--- config.mk ---
export PLATFORM = sky130hd
export DESIGN_NAME = uart_rx
export DESIGN_NICKNAME = d
export VERILOG_FILES = /design/src/rtl/uart_rx.sv
export SDC_FILE = /design/constraint.sdc
export NUM_CORES = 1
export LEC_CHECK = 0
export BUFFER_PORTS_ARGS = -buffer_cell sky130_fd_sc_hd__buf_2
export CAP_MARGIN = 15
export CORE_MARGIN = 10
export CORE_UTILIZATION = 56
export CTS_CLUSTER_SIZE = 40
export DETAILED_ROUTE_END_ITERATION = 6
export HOLD_SLACK_MARGIN = 0.15
export MAX_ROUTING_LAYER = met4
export PLACE_DENSITY = 0.79
export SETUP_SLACK_MARGIN = 0.05
export SLEW_MARGIN = 30
export SYNTH_ARGS = -nofsm -noshare
export SYNTH_HDL_FRONTEND = slang
export SYNTH_SLANG_ARGS = --single-unit
--- constraint.sdc ---
create_clock -name clk -period 2.14 [get_ports clk]
set_input_delay 0.107 -clock clk [delete_from_list [all_inputs] [get_ports clk]]
set_output_delay 0.107 -clock clk [all_outputs]
set_load 0.1 [all_outputs]
--- src/rtl/uart_rx.sv ---
// uart_rx: 16x-oversampled UART receive engine.
// Synchronises the raw rxd pin, checks the start bit at its middle, samples
// DATA_BITS data bits LSB first at 16-tick spacing, checks the stop bit, and
// presents each word with frame/parity error flags and a one-cycle rx_valid.
// Optional feature macro: UART_RX_PARITY_EN adds a parity bit after the data
// bits (sense chosen by PARITY_ODD). Without it, frames are start+data+stop
// and parity_error is held at 0.
module uart_rx #(
  parameter int DATA_BITS  = 8,
  parameter bit PARITY_ODD = 1'b0
) (
  input  logic                 clk,
  input  logic                 reset_n,
  input  logic                 rx_enable,
  input  logic                 rx_tick,
  input  logic                 rxd,
  output logic [DATA_BITS-1:0] rx_data,
  output logic                 rx_valid,
  output logic                 frame_error,
  output logic                 parity_error,
  output logic                 busy
);

  localparam int BCW = $clog2(DATA_BITS);
  localparam logic [BCW-1:0] LAST_BIT = BCW'(DATA_BITS - 1);

  typedef enum logic [2:0] {
    IDLE,
    START,
    DATA,
`ifdef UART_RX_PARITY_EN
    PARITY,
`endif
    STOP
  } state_t;

  state_t               state;
  logic                 sync1;
  logic                 sync2;
  logic                 rxs;
  logic                 armed;
  logic [3:0]           os_cnt;
  logic [BCW-1:0]       bit_cnt;
  logic [DATA_BITS-1:0] shreg;
`ifdef UART_RX_PARITY_EN
  logic                 parity_bad;
  logic                 parity_flag;
`endif

  assign rxs = sync2;

  // Two-flop synchroniser on the asynchronous pin; idles high so reset to 1.
  always_ff @(posedge clk or negedge reset_n) begin
    if (!reset_n) begin
      sync1 <= 1'b1;
      sync2 <= 1'b1;
    end else begin
      sync1 <= rxd;
      sync2 <= sync1;
    end
  end

  // Receive FSM with all counters, the break lock-out and registered outputs.
  always_ff @(posedge clk or negedge reset_n) begin
    if (!reset_n) begin
      state        <= IDLE;
      armed        <= 1'b1;
      os_cnt       <= 4'd0;
      bit_cnt      <= '0;
      shreg        <= '0;
      rx_data      <= '0;
      rx_valid     <= 1'b0;
      frame_error  <= 1'b0;
      busy         <= 1'b0;
`ifdef UART_RX_PARITY_EN
      parity_bad   <= 1'b0;
      parity_flag  <= 1'b0;
`endif
    end else begin
      rx_valid <= 1'b0;
      if (!rx_enable) begin
        state   <= IDLE;
        os_cnt  <= 4'd0;
        bit_cnt <= '0;
        busy    <= 1'b0;
      end else if (rx_tick) begin
        if (rxs) begin
          armed <= 1'b1;
        end
        case (state)
          IDLE: begin
            os_cnt  <= 4'd0;
            bit_cnt <= '0;
            if (!rxs && armed) begin
              state <= START;
              busy  <= 1'b1;
            end
          end
          START: begin
            if (os_cnt == 4'd7) begin
              os_cnt  <= 4'd0;
              bit_cnt <= '0;
              if (!rxs) begin
                state <= DATA;
              end else begin
                state <= IDLE;
                busy  <= 1'b0;
              end
            end else begin
              os_cnt <= os_cnt + 4'd1;
            end
          end
          DATA: begin
            os_cnt <= os_cnt + 4'd1;
            if (os_cnt == 4'd15) begin
              shreg <= {rxs, shreg[DATA_BITS-1:1]};
              if (bit_cnt == LAST_BIT) begin
                bit_cnt <= '0;
`ifdef UART_RX_PARITY_EN
                state   <= PARITY;
`else
                state   <= STOP;
`endif
              end else begin
                bit_cnt <= bit_cnt + 1'b1;
              end
            end
          end
`ifdef UART_RX_PARITY_EN
          PARITY: begin
            os_cnt <= os_cnt + 4'd1;
            if (os_cnt == 4'd15) begin
              parity_bad <= (^shreg) ^ rxs ^ PARITY_ODD;
              state      <= STOP;
            end
          end
`endif
          STOP: begin
            os_cnt <= os_cnt + 4'd1;
            if (os_cnt == 4'd15) begin
              rx_data     <= shreg;
              frame_error <= !rxs;
`ifdef UART_RX_PARITY_EN
              parity_flag <= parity_bad;
`endif
              rx_valid    <= 1'b1;
              busy        <= 1'b0;
              state       <= IDLE;
              if (!rxs) begin
                armed <= 1'b0;
              end
            end
          end
          default: begin
            state  <= IDLE;
            os_cnt <= 4'd0;
            busy   <= 1'b0;
          end
        endcase
      end
    end
  end

`ifdef UART_RX_PARITY_EN
  assign parity_error = parity_flag;
`else
  // Parity sense is meaningless without a parity bit; the AND keeps the
  // parameter referenced while forcing the flag low.
  assign parity_error = 1'b0 & PARITY_ODD;
`endif

endmodule

Word level (Yosys, flattened, before mapping):

Index checks and enable logic that the tools add are counted.

* reduce and logical (&&, ||, !) cells: 10
* multiplexer cells: 34
* equal/unequal tests: 15
* add/sub/neg operators: 2

Operators with widths (number)
* 2-to-1 mux 3 bit: 12
* != test 3 bit (second input constant): 6
* 2-to-1 mux 1 bit: 14
* 2-to-1 mux 4 bit: 3
* one-hot mux 3 bit (4 select lines): 1
* AND reduction 4 bit: 3
* AND reduction 6 bit: 2
* one-hot mux 3 bit (3 select lines): 1
* one-hot mux 4 bit (2 select lines): 1
* == test 3 x 2 -> 1 bit (second input constant): 2
* adder 4 x 1 -> 4 bit (second input constant): 1
* == test 4 x 3 -> 1 bit (second input constant): 1
* == test 4 bit (second input constant): 1
* != test 4 x 1 -> 1 bit (second input constant): 1
* one-hot mux 1 bit (4 select lines): 1
* adder 3 x 1 -> 3 bit (second input constant): 1
* == test 3 x 1 -> 1 bit (second input constant): 1
* == test 3 bit (second input constant): 1
* zero test 3 bit: 1
* 2-to-1 mux 2 bit: 1
* != test 2 x 1 -> 1 bit (second input constant): 1
* != test 2 bit (second input constant): 1
* AND reduction 2 bit: 1
* OR reduction 2 bit: 1
* other kinds (2): 2

* input port bits: 5
* word-level logic and storage cells: 72
* flip-flop bits (word level): 32

Depth between registers and ports, before layout:

* depth after elaboration: 6
* depth in mapped cells: 6
* depth with buffers taken out: 5

Least setup slack after synthesis:

OpenSTA, ideal clock, no wires.

* kind: reg-to-reg
* start: register os_cnt[0]
* end: register shreg[0]
* cell stages (with the launch flop): 7
* setup time: 125 ps
* data required time: 2015 ps
* period minus slack after synthesis: 1620 ps
* slack: 520 ps
* arrival time: 1494 ps
* path buffers: 2
* path through: dfrtp_1 ha_1 and3_1 buf_4 and2_4 buf_6 mux2_4

* word-level cells in the longest chain between the ends: 2

Ends and longest elaborated chain
* start, declared: RTL line 42 `logic [3:0] os_cnt;`
* start signal, assigned: RTL line 110 `os_cnt <= os_cnt + 4'd1;`
* start signal, assigned: RTL line 114 `os_cnt <= os_cnt + 4'd1;`
* start signal, assigned: RTL line 139 `os_cnt <= os_cnt + 4'd1;`
* == test 4 bit: RTL line 115 `if (os_cnt == 4'd15) begin`
* AND reduction 4 bit (no source line)
* end signal, assigned: RTL line 116 `shreg <= {rxs, shreg[DATA_BITS-1:1]};`
* end, declared: RTL line 44 `logic [DATA_BITS-1:0] shreg;`

Every way passes these cells.
A chain may end at the register's enable or synchronous reset.

Worst setup path after layout:

* start: register os_cnt[0]
* end: register rx_data[5]

* word-level cells in the longest chain between the ends: 2

Ends and longest elaborated chain
* == test 4 bit: RTL line 140 `if (os_cnt == 4'd15) begin`
* AND reduction 4 bit (no source line)
* end signal, assigned: RTL line 141 `rx_data <= shreg;`
* end, declared: RTL line 17 `output logic [DATA_BITS-1:0] rx_data,`

Every way passes these cells.

==> results.md <==
- Status: finished, final reports clean
- Core Util, Final: 66.2%
- Ys async rst share: 100%
- Cell variety after synth: 41
- H-tree depth: 2
- Worst EP required: 2.36 ns
- Width of the chip: 71.5 um
- Switching power total: 252 uW
- CTS buffer count: 5
- Post-synth top cells: dfrtp_1, mux2_4, nand2_1
- Setup bufs post-CTS: 0
- Syn nets: 123
- Clock Tree Buf Depth: 2
- Top FF cell, synth: dfrtp_1
- Final ANT Viol Nets: 0
- CTS resizes: 0
- Fraction of layout cells with a size suffix above 1: 34.6%
- DR pass1 iterations: 4
- Area Overhead vs Synth: 11.3%
- Hpwl dp: 2020 um
- Largest family of logic cells by synthesized area: multiplexers
- Mux contribution to synthesized area: 16.6%
- Hold Path Class: in -> reg
- Rows: 18
- Worst-Margin Slew: 0.657 ns
- Max cap viols: 0
- Top post-synthesis cells by area: dfrtp_1, mux2_4, dfstp_2, ha_1, nand2_1
- Leakage: 0.000848 uW
- Endpoints failing setup: 0
- Leading area contributor after synthesis: dfrtp_1
- Drt via density: 6.00
- Largest net degree at the start of global routing: 32
- CP endpoint kind: register
- Die area: 5120 um2
- Fin crit share: 84.0%
- Routed WL: 2860 um
- Maximum VDD drop: 0.000658 V
- Synth Area per Inst: 12.9 um2
- Vias in the first global route: 1010
- Post-synth top area share: 47.1%
- Seq pwr share: 52.8%
- Syn Inst Count: 115
- Relative slew margins: 56.2%
- Reg2reg path depth: 4
- Crit path launch type: register
- First-pass GRT wire length: 4860 um
- Net Sw Frac: 22.2%
- PwrDens: 686 nW/um2
- CTS root buffer: clkbuf_4
- Final hold violation count: 0
- Peak Freq: 0.556 GHz
- Area of the mapped netlist: 1490 um2
- Worst Path Max Fanout: 11
- DR vias: 978
- Initial antenna violation count: 0
- Clk pwr share: 41.7%
- Diodes inserted: 0
- Period minus WS final: 1.80 ns
- Synth warnings: 0
- CTS tree: done
- TritonCTS Sinks: 31
- Avg WL per Cell: 17.5 um
- Residual DRC: 0
- Compound-Gate Fraction of Synth Area: 9.00%
- Reg clk slew, reported paths: 0.09 ns
- Clock Skew: 0.00970 ns
- Simple-Gate Fraction of Synth Area: 14.0%
- RSZ-0062 raised after global routing: false
- Sequential share of the synthesized area: 52.4%
- Final #Nets: 140
- PortBufs: 15
- Synth Register Bits: 31
- Clk_lat worst skew: 0.33 ns
- Internal cell power: 884 uW
- Initial Util: 59.5%
- Die Height: 71.5 um
- Worst Hold Depth: 3
- GR Util All Layers: 12.2%
- EDFF count, synth: 0
- Initial drt markers: 52
- GPL Wtd Cong: 0.797
- Setup TNS: 0 ns
- Worst setup path category: reg -> reg
- Post-layout instance area: 1660 um2
- XOR/XNOR Fraction of Synth Area: 0.589%
- Core Area: 2500 um2
- Post-synthesis adder-cell area fraction: 2.52%
- Pins Over Slew Limit: 0
- Comb power frac: 5.5%
- Most instantiated library cell after synthesis: dfrtp_1
- Critical path arrival: 2.02 ns
- Overflow after GRT: 0
- Placed Area: 1550 um2
- Ports: 17
## worst paths after layout
check	start	end	slack, ns
setup reg to reg	os_cnt[0]	rx_data[5]	0.34
max in group asynchronous	reset_n	state[1]	1.38
min in group asynchronous	reset_n	rx_data[1]	0.33
setup / recovery	os_cnt[0]	rx_data[5]	0.34
hold / removal	rx_tick	os_cnt[1]	0.16
hold reg to reg	sync1	rxs	0.36
## state kept, by name, summed over array words and instances, names as in the netlist, 2 cells and up
register / flops
rx_data: 8
shreg: 8
os_cnt: 4
bit_cnt: 3
state: 2
## kinds of logic (layout without fill, tap and decap cells)
kind of cell | Yosys count | count (layout)
adders and majority gates | 3 | 3
and+or+nand+nor | 31 | 31
other | 1 | 1
AOI/OAI and AO/OA | 19 | 19
muxes | 17 | 17
DFF | 31 | 31
buffers and inverters | 12 | 30
xor gates and xnor gates | 1 | 1
## layout make-up
| class | instances | area (um2) |
|---|---|---|
| fill | 191 | 845 |
| sequential | 31 | 779 |
| multi-input combinational | 72 | 638 |
| timing repair buffer | 17 | 95.1 |
| clock buffer | 6 | 51.3 |
| tap | 30 | 37.5 |
| clock inverter | 2 | 35.0 |
| inverter | 5 | 18.8 |
## critical path, cell delays in order (launching register included)
cell and delay, ns:
dfrtp_1 0.39, ha_1 0.25, and3_1 0.35, nand4_4 0.30, mux2_4 0.39
## cells in the final DEF, fill, tap and decap left out, drive strengths merged, types with 2 or more instances in the layout
| master | count |
|---|---|
| dfstp | 3 |
| o21ai | 5 |
| dlygate4sd3 | 2 |
| and2 | 2 |
| nor2 | 2 |
| buf | 15 |
| mux2 | 16 |
| nand2 | 7 |
| inv | 5 |
| a21oi | 2 |
| a21boi | 3 |
| o311ai | 2 |
| clkbuf | 6 |
| nand3 | 3 |
| a32oi | 3 |
| nand4 | 4 |
| nor2b | 3 |
| ha | 3 |
| dfrtp | 28 |
## power groups by stage
stage | logic [uW] | clock network (uW) | registers, uW
4_1_cts | 63.8 | 485 | 600
3_5_place_dp | 60.9 | 0 | 611
2_1_floorplan | 30.1 | 0 | 620
5_1_grt | 68.6 | 513 | 601
3_3_place_gp | 59.3 | 0 | 611
6_report | 62.7 | 474 | 600
## metal layers
metal / wire length (um) / track usage [%] / vias up
met2: 1440 / 20.8 / 25
met3: 209 / 5.92 / 6
met4: 29 / 3.23 / 0
met5: 0 / - / -
li1: - / - / 450
met1: 1170 / 12.3 / 497
## what timing repair did
item                                   4_1_cts  5_1_grt
setup endpoints to repair                    0        0
hold buffers                                 2        0
endpoints found under the hold margin       29        0
## metrics by stage
stage	power [uW]	hold slack (ns)	std cells	setup WS (ns)
3_5_place_dp	672	0.179	153	0.366
4_1_cts	1150	0.165	163	0.362
2_1_floorplan	650	-0.189	115	0.520
3_3_place_gp	670	0.171	153	0.483
6_report	1140	0.164	163	0.342
5_1_grt	1180	0.168	163	0.246
Power figures use the tool's default switching activity.
